==> src/rtl/rv_bits_insert_buf.sv <==
// Purpose: inserts an S-bit field at bit POS of an N-bit word, 2-entry elastic buffer.
// Latency: 1 cycle from input accept to valid_out; 1 word/cycle sustained.
// Backpressure: absorbs one extra word after ready_out drops; ready_in comes from registered state only.
module rv_bits_insert_buf #(
    parameter int N   = 3,
    parameter int S   = 1,
    parameter int POS = 0
) (
    input  logic           clk,
    input  logic           reset,
    input  logic           valid_in,
    output logic           ready_in,
    input  logic [N-1:0]   data_in,
    input  logic [S-1:0]   ins_in,
    output logic           valid_out,
    input  logic           ready_out,
    output logic [N+S-1:0] data_out
);

    localparam int W = N + S;

    // Reject parameter sets that cannot describe a legal bit placement.
    generate
        if (N < 1) begin : g_bad_n
            $error("rv_bits_insert_buf: N must be >= 1");
        end
        if (S < 1) begin : g_bad_s
            $error("rv_bits_insert_buf: S must be >= 1");
        end
        if ((POS < 0) || (POS > N)) begin : g_bad_pos
            $error("rv_bits_insert_buf: POS must be within 0..N");
        end
    endgenerate

    typedef enum logic [1:0] {
        ST_EMPTY = 2'd0,
        ST_ONE   = 2'd1,
        ST_FULL  = 2'd2
    } state_t;

    state_t         state_q, state_d;
    logic [W-1:0]   m_q, m_d;
    logic [W-1:0]   k_q, k_d;
    logic [W-1:0]   ins_w;
    logic           accept;
    logic           consume;

    // Bit placement is resolved per output bit at elaboration, so POS==0 and
    // POS==N need no special-case zero-width slices.
    for (genvar i = 0; i < W; i++) begin : g_bit
        if (i < POS) begin : g_lo
            assign ins_w[i] = data_in[i];
        end else if (i < POS + S) begin : g_fld
            assign ins_w[i] = ins_in[i-POS];
        end else begin : g_hi
            assign ins_w[i] = data_in[i-S];
        end
    end

    // ready_in only looks at stored state and reset, never at ready_out.
    assign ready_in  = (state_q != ST_FULL) && reset;
    assign valid_out = (state_q != ST_EMPTY);
    assign data_out  = m_q;
    assign accept    = valid_in && ready_in;
    assign consume   = valid_out && ready_out;

    // Occupancy FSM: M always holds the oldest word, K the overflow word.
    always_comb begin
        state_d = state_q;
        m_d     = m_q;
        k_d     = k_q;
        case (state_q)
            ST_EMPTY: begin
                if (accept) begin
                    state_d = ST_ONE;
                    m_d     = ins_w;
                end
            end
            ST_ONE: begin
                if (accept && consume) begin
                    m_d = ins_w;
                end else if (accept) begin
                    state_d = ST_FULL;
                    k_d     = ins_w;
                end else if (consume) begin
                    state_d = ST_EMPTY;
                end
            end
            ST_FULL: begin
                if (consume) begin
                    state_d = ST_ONE;
                    m_d     = k_q;
                end
            end
            default: begin
                state_d = ST_EMPTY;
            end
        endcase
    end

    // State and storage registers with synchronous active-low clear.
    always_ff @(posedge clk) begin
        if (!reset) begin
            state_q <= ST_EMPTY;
            m_q     <= '0;
            k_q     <= '0;
        end else begin
            state_q <= state_d;
            m_q     <= m_d;
            k_q     <= k_d;
        end
    end

endmodule

==> config.mk <==
export PLATFORM = sky130hd
export DESIGN_NAME = rv_bits_insert_buf
export DESIGN_NICKNAME = d
export VERILOG_FILES = /design/src/rtl/rv_bits_insert_buf.sv
export SDC_FILE = /design/constraint.sdc
export NUM_CORES = 1
export LEC_CHECK = 0
export CAP_MARGIN = 15
export CORE_AREA = 2 2 39 41
export DETAILED_ROUTE_END_ITERATION = 8
export DIE_AREA = 0 0 41 43
export PLACE_DENSITY = 0.76
export SLEW_MARGIN = 10
export SYNTH_ARGS = -nofsm -noshare
export SYNTH_HDL_FRONTEND = slang
export SYNTH_SLANG_ARGS = --single-unit
==> constraint.sdc <==
create_clock -name clk -period 1.75 [get_ports clk]
set_input_delay 0.35 -clock clk [delete_from_list [all_inputs] [get_ports clk]]
set_output_delay 0.35 -clock clk [all_outputs]
set_load 0.02 [all_outputs]
==> results.yml <==
setup_path:
  slowest_delay_ps: 360
  critPathRequiredTime_ps: 1400
  critical_path.top_delay_family: "simple AND/OR/NAND/NOR gates"
  start_kind: "flip-flop"
  worst-path-buf-inv: 1
  path_max_fanout: 6
  crit_path_top_delay_cell: "dfxtp_2"
  critPathKind: "reg2out"
  path_cells: "or2b_1 -> and2_1 -> dlygate4sd2_1"
  cp_data_arrival_time_ps: 1330
  end_kind: "output port"
yosys:
  avgSynthCellArea_um2: 9.26
  synth_top_area_cell: "dfxtp_1"
  synth_cell_types: 24
  synthesis.nets: 63
  synth.top_cells.by_area: "dfxtp_1 39%, mux2i_1 9.8%, a211oi_1 5.9%"
  synth_top_area_share_pct: 39.3
  synth_warnings: 0
  seq_area_frac_synth_pct: 39.3
  syn_inst: 55
  synth.cell_area_um2: 509
  ys_ff_latch: 10
run_status:
  outcome: "finished, final reports clean"
finish:
  synthToLayoutAreaGrowth_pct: 46.2
  final_common_cell: "clkdlybuf4s50_1"
  antenna_cells: 0
  fillers: 140
  fin_area_um2: 744
  drive_gt1_share_pct: 25.3
  fin_util_pct: 53.8
  final_cell_mix: "11 x clkdlybuf4s50_1, 9 x dfxtp_1, 9 x buf_4"
  fin_nets: 89
  instances_no_fill: 95
grt:
  first_global_vias: 444
  globalRouteOverflowTotal: 0
  grt_pass1_wl_mm: 1.83
  grt_antenna_before_repair: 0
  track_usage_pct: 15.9
  grt_max_degree: 10
timing:
  tightest_slew_ps: 358
  min_period_ps: 1680
  hold_viol: 0
  hold_ws_ps: 474
  skew_ps: 0.664
  post-route-period-util_pct: 96.2
  slew-limit-headroom_pct: 76.1
  rsz0062_at_grt: "false"
  slew_violations: 0
  fmax_mhz: 594
  setup_viol: 0
clock_network:
  cts_made_buffers: 3
  htreeDepth: 1
  cts_tree: "yes"
  max-clock-path-buffers: 2
  cts.sinks: 10
  cts-root-buf: "clkbuf_4"
  clock_latency_ps: 260
  hold_buffers: 0
  clk_pin_slew_ps: 60
detailed_routing:
  drt_iter0_drc: 7
  drt-vias-per-instance: 5.42
  num_vias: 515
  wire_per_inst_um: 11.7
  drt_pass1_iterations: 4
  finalWirelength_mm: 1.11
  post-route-drc-count: 0
  antenna_left: 0
placement:
  gp_congestion: 0.766
  numPortBuffers: 13
  place_area_um2: 723
  dpl.cell_count: 92
  dp_hpwl_um: 832
floorplanning:
  row_count: 14
  io-pin-count: 14
  die_y_um: 43
  start_util_pct: 36.8
  die_w_um: 41
  die_area_um2: 1760
  core-area_um2: 1380
power_and_ir_drop:
  p_leak_uw: 0.000311
  peakVddDrop_v: 0.000559
  power_density_nw_per_um2: 710
min_path:
  hp-class: "reg2reg"
job:
  maxCapViolations: 0
## state kept, by name, indices dropped and copies added, names as in the netlist
register,cells
data_out,4
state_q,2
k_q,4
## power breakdown
group / switching, uW / leakage, uW / internal (uW)
combinational: 59.0 / 0.000214 / 69.8
sequential: 5.86 / 0.0000823 / 240
clock: 73.9 / 0.0000138 / 79.2
total: 139 / 0.000311 / 389
## through the flow
step | setup TNS, ps | worst slack [ps] | power [uW]
final | 0 | 67.1 | 528
after global routing | 0 | 21.0 | 560
after CTS | 0 | 14.9 | 536
after detailed placement | -514 | -140 | 382
after global placement | -425 | -120 | 381
after floorplan | 0 | 355 | 316
## per-layer routing
metal / GRT usage, % / vias up / wire length (um)
li1: - / 260 / -
met1: 19.5 / 235 / 482
met2: 21.3 / 15 / 526
met3: 6.28 / 5 / 60
met4: 12.0 / 0 / 38
met5: 0 / - / 0
## worst reg2reg max path: cells and delay by family (launching register included)
| family | cells | cell delay [ps] |
|---|---|---|
| and+or+nand+nor | 2 | 640 |
| DFF | 1 | 360 |
| AOI/OAI and AO/OA | 1 | 200 |
| buffers and inverters | 1 | 130 |
## area by class of cell
class                      count  area [um^2]  share of cell area, %
inverter                       1         3.75                  0.504
timing repair buffer          22          195                   26.2
tap                           16         20.0                   2.69
multi-input combinational     43          302                   40.5
sequential                    10          201                   27.1
clock buffer                   3         22.5                   3.03
## path summary, 6_finish.rpt
kind	from	to	slack, ps	cells after the start
max	state_q[1]$_SDFFE_PN0P_	ready_in	70	3
max reg2reg	state_q[1]$_SDFFE_PN0P_	data_out[2]$_SDFFE_PN0P_	330	4
min reg2reg	k_q[2]$_SDFFE_PN0P_	k_q[2]$_SDFFE_PN0P_	470	2
min	k_q[2]$_SDFFE_PN0P_	k_q[2]$_SDFFE_PN0P_	470	2
## what timing repair did
item | CTS | global route
resized for setup | 2 | 1
buffers inserted | 0 | 0
endpoints found under the setup margin | 2 | 1
pin swaps | 0 | 0
## cells in the mapped netlist (all sizes together)
master,count
o21ai,4
dfxtp,10
o21a,1
a21oi,5
a211oi,4
or3,1
nor2,2
nand2b,1
and4bb,1
a2bb2oi,1
or3b,1
or2b,1
and2,1
nand3,4
or2,1
clkbuf,1
and4b,1
and3b,2
clkinv,1
nand3b,1
mux2i,5
nor2b,1
nand2,1
nor4,4
## kinds of logic (layout without fill, tap and decap cells)
kind of cell | Yosys count | count (layout) | synth area share [%]
AOI/OAI and AO/OA | 15 | 15 | 17.9
buffers and inverters | 2 | 26 | 1.47
DFF | 10 | 10 | 39.3
muxes | 5 | 5 | 9.83
and+or+nand+nor | 23 | 23 | 31.5
Power figures use the tool's default switching activity.
